### config.mk
export PLATFORM = sky130hd
export DESIGN_NAME = fifo_access_arbiter
export DESIGN_NICKNAME = d
export VERILOG_FILES = /design/src/rtl/fifo_access_arbiter.sv
export SDC_FILE = /design/constraint.sdc
export NUM_CORES = 1
export LEC_CHECK = 0
export BUFFER_PORTS_ARGS = -buffer_cell sky130_fd_sc_hd__buf_4
export CAP_MARGIN = 30
export CORE_AREA = 2 2 96 98
export DETAILED_ROUTE_END_ITERATION = 6
export DIE_AREA = 0 0 98 100
export GPL_TIMING_DRIVEN = 0
export PLACE_DENSITY_LB_ADDON = 0.08
export SLEW_MARGIN = 40
export SYNTH_ARGS = -nofsm -noshare
export SYNTH_HDL_FRONTEND = slang
export SYNTH_SLANG_ARGS = --single-unit
### constraint.sdc
create_clock -name clk -period 2.7 [get_ports clk]
set_input_delay 0.135 -clock clk [delete_from_list [all_inputs] [get_ports clk]]
set_output_delay 0.135 -clock clk [all_outputs]
set_load 0.01 [all_outputs]
### src/rtl/fifo_access_arbiter.sv
// fifo_access_arbiter: round-robin multi-writer / single-reader access control for an external FIFO, with flush drain.
// Optional feature: define FIFO_ARB_WATERMARK_EN to enable the registered almost_full watermark output.
module fifo_access_arbiter #(
  parameter int WIDTH  = 32,
  parameter int DEPTH  = 8,
  parameter int NUM_WR = 4,
  parameter int WMARK  = 6
) (
  input  logic                       clk,
  input  logic                       reset_n,
  input  logic [NUM_WR-1:0]          wr_req,
  input  logic [NUM_WR*WIDTH-1:0]    wr_data,
  output logic [NUM_WR-1:0]          wr_gnt,
  input  logic                       rd_req,
  output logic                       rd_valid,
  output logic [WIDTH-1:0]           rd_data,
  input  logic                       flush,
  output logic                       flush_done,
  output logic                       fifo_write,
  output logic                       fifo_read,
  output logic [WIDTH-1:0]           fifo_data_in,
  input  logic [WIDTH-1:0]           fifo_data_out,
  input  logic                       fifo_full,
  input  logic                       fifo_empty,
  output logic [$clog2(DEPTH+1)-1:0] occupancy,
  output logic                       almost_full
);
  localparam int PW = NUM_WR > 1 ? $clog2(NUM_WR) : 1;
  localparam int OW = $clog2(DEPTH+1);
  typedef enum logic {RUN, DRAIN} state_t;
  state_t state, state_nx;
  logic pri, found, w_cand, r_cand, issue_w, issue_r;
  logic [PW-1:0] rr_ptr, win;
  logic [OW-1:0] occ_nx;
  logic [WIDTH-1:0] rd_hold;
  // Round-robin search for the first requester at or after rr_ptr
  always_comb begin
    win = '0;
    found = 1'b0;
    for (int i = 0; i < NUM_WR; i++)
      if (!found && wr_req[PW'((int'(rr_ptr) + i) % NUM_WR)]) begin
        found = 1'b1;
        win = PW'((int'(rr_ptr) + i) % NUM_WR);
      end
  end
  // Next state and strobes; a contested cycle is resolved by pri, and writes and reads never coincide
  always_comb begin
    state_nx = state;
    w_cand = state == RUN && |wr_req && !fifo_full;
    r_cand = state == RUN && rd_req && !fifo_empty;
    issue_w = w_cand && !(r_cand && pri);
    issue_r = r_cand && !issue_w;
    fifo_write = issue_w;
    fifo_read = issue_r || (state == DRAIN && !fifo_empty);
    wr_gnt = issue_w ? (NUM_WR'(1) << win) : '0;
    fifo_data_in = issue_w ? wr_data[int'(win)*WIDTH +: WIDTH] : '0;
    occ_nx = fifo_write && occupancy != OW'(DEPTH) ? occupancy + OW'(1) :
             fifo_read && occupancy != '0 ? occupancy - OW'(1) : occupancy;
    state_nx = state == RUN ? (flush ? DRAIN : RUN) : (fifo_empty ? RUN : DRAIN);
  end
  // Popped data is shown straight from the FIFO in its valid cycle and held afterwards
  assign rd_data = rd_valid ? fifo_data_out : rd_hold;
  // State, arbitration pointers, occupancy and read/flush handshakes
  always_ff @(posedge clk or negedge reset_n) begin
    if (!reset_n) begin
      state <= RUN;
      pri <= 1'b0;
      rr_ptr <= '0;
      occupancy <= '0;
      rd_valid <= 1'b0;
      rd_hold <= '0;
      flush_done <= 1'b0;
    end else begin
      state <= state_nx;
      pri <= w_cand && r_cand ? !pri : pri;
      rr_ptr <= issue_w ? (win == PW'(NUM_WR-1) ? '0 : win + PW'(1)) : rr_ptr;
      occupancy <= occ_nx;
      rd_valid <= issue_r;
      rd_hold <= rd_valid ? fifo_data_out : rd_hold;
      flush_done <= state == DRAIN && fifo_empty;
    end
  end
`ifdef FIFO_ARB_WATERMARK_EN
  // Watermark flag registered alongside occupancy
  always_ff @(posedge clk or negedge reset_n) begin
    if (!reset_n) almost_full <= 1'b0;
    else almost_full <= occ_nx >= OW'(WMARK);
  end
`else
  assign almost_full = 1'b0;
`endif
endmodule
Yosys cells after proc, flatten, opt, wreduce, memory -nomap -nowiden
Cells that the tools add are included.

$add $sub $neg: 6. Order comparisons: 4. Equal/unequal tests: 2. Shifts and indexed selects: 2. Multiplexer cells: 28. Bitwise gates (word level): 1. Reductions and logical operators: 27.

Operators by type and width (number): $shiftx A128 B8 Y32 (1); $mux W32 (2); $lt A2 B4 Y1 const B (4); $logic_and A1 B1 Y1 (15); $mux W1 (14); $mux W4 (3); $mux W2 (5); $bmux W1 S2 (4); $logic_not A1 Y1 (8); $add A2 B1 Y2 const B (2); $add A2 B2 Y2 const B (2); $add A4 B1 Y4 const B (1); $ne A4 B4 Y1 const B (1); $reduce_bool A4 Y1 (1); $reduce_or A4 Y1 (1); $shl A1 B2 Y4 const A (1); $sub A4 B1 Y4 const B (1); $eq A2 B2 Y1 const B (1); $reduce_bool A2 Y1 (1); $logic_or A1 B1 Y1 (1); $not A1 Y1 (1).

Register bits after elaboration: 42. Input bits: 170. Output and inout port bits: 77. Logic and storage cells: 77.

Longest topological paths before layout
Word-level depth: 15. Gate-level depth with buffers: 12. Depth with buffers taken out: 10.

Worst setup path after synthesis
OpenSTA, ideal clock, no wires.

Path type: register -> register. Start point: register state. End point: register occupancy[3]. Setup time: 0.066 ns. Data arrival time: 2.664 ns. Data required time: 2.634 ns. Setup slack: -0.030 ns. Stages on the path, launching flop included: 13. Buffers on the path: 2. Period minus slack after synthesis: 2.730 ns. Path through: dfrtp_1 nor3b_1 a2111o_1 buf_4 inv_2 buf_2 nand2_1 ha_1 a21o_1 a21oi_1 or3b_1 a21oi_1 o32a_1.

Longest elaborated chain between the ends: 11. Elaborated cells on any way between the ends: 16. Those cells by class: 1 x mux; 1 x bitwise; 14 x reduce/logical.

RTL lines: start, declared (RTL line 31) `state_t state, state_nx;`; start signal, assigned (RTL line 74) `state <= state_nx;`; $not A1 Y1 (*); $logic_and A1 B1 Y1 (2 in series) (RTL line 50) `r_cand = state == RUN && rd_req && !fifo_empty;`; $logic_and A1 B1 Y1 (RTL line 51) `issue_w = w_cand && !(r_cand && pri);`; $logic_not A1 Y1 (RTL line 51); $logic_and A1 B1 Y1 (*) (RTL line 51); via fifo_write (RTL line 19) `output logic fifo_write,`; $logic_not A1 Y1 (RTL line 52) `issue_r = r_cand && !issue_w;`; $logic_and A1 B1 Y1 (RTL line 52); $logic_or A1 B1 Y1 (RTL line 54) `fifo_read = issue_r || (state == DRAIN && !fifo_empty);`; $logic_and A1 B1 Y1 (RTL line 58) `fifo_read && occupancy != '0 ? occupancy - OW'(1) : occupancy;`; $reduce_bool A2 Y1 (no line); end signal, assigned (RTL line 77) `occupancy <= occ_nx;`; end, declared (RTL line 25) `output logic [$clog2(DEPTH+1)-1:0] occupancy,`.

The timed path passes the listed nets; every way through them passes the cells marked *. A chain may end at the register's enable or synchronous reset.

Worst setup path after layout
Start point: register state. End point: register occupancy[3].

Longest elaborated chain between the ends: 11. Elaborated cells on any way between the ends: 16. Those cells by class: 1 x mux; 1 x bitwise; 14 x reduce/logical.

RTL lines (RTL line): $not A1 Y1; $logic_and A1 B1 Y1 (2 in series) (50); $logic_and A1 B1 Y1 (51); $logic_not A1 Y1 (51); $logic_and A1 B1 Y1 (51); $logic_not A1 Y1 (52); $logic_and A1 B1 Y1 (52); $logic_or A1 B1 Y1 (54); $logic_and A1 B1 Y1 (58); $reduce_bool A2 Y1 (no line).

Parallel ways exist; a longest one is shown, timed or not.

==> impl_metrics.py <==
metrics = {
    "outcome": {
        "outcome": "complete, no violations",
    },
    "synthesis": {
        "async_reset_ff_share_pct": 100.0,
        "synth.top_cell.area_share_pct": 37.28,
        "syn_inst": 269,
        "yosysWarnings": 0,
        "syn-cell-area_um2": 2819,
        "synth_nets": 446,
        "yosys.area.top_type": "dfrtp_1",
        "synth_seq_cells": 42,
        "synth_edf_count": 0,
        "ys.flop_type": "dfrtp_1",
        "ys_seq_area_share_pct": 37.28,
        "synth_area_leaders": "dfrtp_1 (37%), mux2_2 (13%), mux2i_1 (12%)",
        "yosysUniqueCellTypes": 40,
        "avgSynthCellArea_um2": 10.48,
    },
    "floorplan": {
        "start_util_pct": 31.71,
        "die-area_um2": 9800,
        "die_w_um": 98,
        "fp.coreArea_um2": 8890,
        "fp.dieH_um": 100,
        "io-pin-count": 247,
        "rows": 35,
    },
    "timing": {
        "tightest_slew_ns": 0.5427,
        "fmax_ghz": 0.3899,
        "worst_clock_skew_ns": 0.008157,
        "setup_violations": 0,
        "min_period_ns": 2.565,
        "hold_viol_final": 0,
        "period_share_pct": 94.98,
        "slew_headroom_pct": 63.82,
        "grt_setup_unrepaired": "no",
        "final.setup.tns_ns": 0,
        "drv_slew": 0,
    },
    "pwr": {
        "power_density_nw_per_um2": 693.7,
        "p_total_mw": 3.438,
        "combPwrFrac_pct": 59.5,
        "swShare_pct": 37.17,
        "internal_power_mw": 2.160,
        "ir_drop_uv": 239.0,
        "p_leak_nw": 2.488,
        "p_switching_mw": 1.278,
        "p_seq_share_pct": 28.2,
        "clkPwrFrac_pct": 12.3,
    },
    "grt": {
        "globalRouteOverflowTotal": 0,
        "grt_pass1_vias": 3270,
        "grt_max_degree": 43,
        "grt_pass1_wl_mm": 16.06,
        "antenna_found_initial": 0,
        "track_usage_pct": 19.93,
    },
    "setup_path": {
        "critPathCaptureType": "register",
        "crit_top_cell": "buf_6",
        "cpPeakStageDelay_ns": 0.40,
        "rr_endpoint": "occupancy[3]",
        "cp.arrival_ns": 2.80,
        "r2r_cells": 12,
        "crit_required_ns": 2.93,
        "cp_max_fo": 8,
        "slowest_stage": "dfrtp_2",
        "path_cells": "nor3b_2 -> a2111o_1 -> buf_6 -> inv_4 -> buf_6 -> nand2_2 -> ha_1 -> a21o_1 -> a21oi_2 -> or3b_1 -> a21oi_1 -> o32a_1",
        "reg2reg_from": "state",
        "path_class": "register to register",
        "startpoint_type": "register",
        "r2r_slack_ns": 0.14,
    },
    "cells_and_area": {
        "n_antenna_cell": 0,
        "final_nets": 702,
        "mostFrequentLayoutCells": "buf_4 (249), dfrtp_1 (41), mux2i_1 (34), o22ai_1 (33)",
        "layout-drive-gt1-share_pct": 58.56,
        "fillers": 829,
        "syn_to_final_growth_pct": 75.81,
        "final_common_cell": "buf_4",
    },
    "placed_design": {
        "gp_congestion": 0.7718,
        "portBuffers": 245,
        "dp_hpwl_mm": 8.413,
    },
    "detailed_routing": {
        "first_pass_iters": 4,
        "wire_per_inst_um": 16.22,
        "num_vias": 3203,
        "drc": 0,
        "drtIter0Drc": 105,
        "ant_nets": 0,
        "drt-vias-per-instance": 5.028,
        "totalWireLength_mm": 10.33,
    },
    "hold_path": {
        "min_to": "state",
        "hold_start": "flush",
        "hold_path.class": "input pin to register",
        "hold_depth": 3,
    },
    "clock_tree": {
        "path_clk_slew_ns": 0.08,
        "cts.sinks": 42,
        "cts_tree": "yes",
        "htreeDepth": 2,
        "clk_latency_ns": 0.29,
        "cts-root-buf": "clkbuf_8",
        "cts_made_buffers": 5,
        "clk_path_buf_depth": 2,
    },
    "flow_run": {
        "cap_violations": 0,
    },
}
==> power by group through the flow <==
stage | registers [mW] | logic [mW] | clock network [mW]
floorplan | 0.965 | 1.14 | 0
global placement | 0.965 | 1.98 | 0
detailed placement | 0.981 | 2.02 | 0
CTS | 0.968 | 2.05 | 0.440
global route | 0.999 | 2.23 | 0.471
finish | 0.969 | 2.05 | 0.424
==> cells by family (layout without fill, tap and decap cells) <==
group	after synthesis	count (layout)	synth area share, %
fa+ha+maj	7	7	3.373
compound gates	87	87	21.13
flops	42	42	37.28
simple gates	32	32	6.880
buf+inv	31	288	5.414
other cells	1	1	0.1330
mux	66	66	24.86
xor+xnor	3	3	0.9323
==> metrics by stage <==
stage          cells  util [%]  setup WS [ns]  instance area, um^2  hold WS, ns
2_1_floorplan    269         -       0.007862                 2823      -0.1606
3_3_place_gp     625     54.00        -0.2037                 4801       0.1498
3_5_place_dp     625     54.00        -0.2821                 4801       0.1542
4_1_cts          637     55.55        0.04281                 4938      0.07772
5_1_grt          637     55.75       0.001793                 4956      0.07693
6_report         637     55.75         0.1355                 4956      0.08348
==> registers in the layout, summed over array words and instances (netlist names) <==
signal and flops:
rd_hold 32, occupancy 4, rr_ptr 2, flush_done 1, pri 1, rd_valid 1, state 1
==> area by class of cell <==
type / instances / area (um^2) / area share (%)
plain buffers: 25 / 141.4 / 2.853
flip-flops and latches: 42 / 1052 / 21.23
clock inverters: 2 / 12.51 / 0.2525
clock buffers: 6 / 82.58 / 1.666
inverters: 6 / 25.02 / 0.5049
multi-input cells: 196 / 1632 / 32.92
repair buffers: 249 / 1872 / 37.77
well taps: 111 / 138.9 / 2.802
==> worst max-delay path: cells and delay by family, from the launching register on <==
kind,cells,cell delay [ns]
and+or+nand+nor,3,0.48
DFF,1,0.40
buffers and inverters,3,0.32
adders and majority gates,1,0.28
AOI/OAI and AO/OA,5,1.03
==> what timing repair did <==
| item | CTS | global route |
|---|---|---|
| hold endpoints to repair | 42 | 0 |
| pin swaps | 1 | 2 |
| resized for setup | 4 | 6 |
| buffers inserted | 3 | 0 |
| setup endpoints to repair | 1 | 10 |
| hold buffers | 1 | 0 |
==> routing by layer <==
metal  track usage [%]  wire length (um)
met2             36.62              5472
met3             4.596               822
met1             23.85              3933
met4             4.167               105
met5                 0                 0
==> Yosys cell counts (5+ instances only) <==
| cell type | count |
|---|---|
| o21ai_0 | 9 |
| mux2_2 | 32 |
| and2_1 | 5 |
| mux2i_1 | 34 |
| dfrtp_1 | 42 |
| clkbuf_1 | 12 |
| ha_1 | 6 |
| a22oi_1 | 32 |
| o22ai_1 | 33 |
| nand2_1 | 5 |
| inv_1 | 5 |
| buf_2 | 5 |
| nor2_1 | 5 |
==> how the worst max path moves through the flow <==
stage | from | end | slack, ns | cells after the start
after global placement | state | occupancy[3] | -0.20 | 12
after floorplan | state | occupancy[3] | 0.008 | 12
final | state | occupancy[3] | 0.14 | 12
after detailed placement | state | occupancy[3] | -0.28 | 12
after global routing | state | occupancy[3] | 0.002 | 13
after CTS | state | occupancy[3] | 0.04 | 12
(Power assumes the default switching activity.)
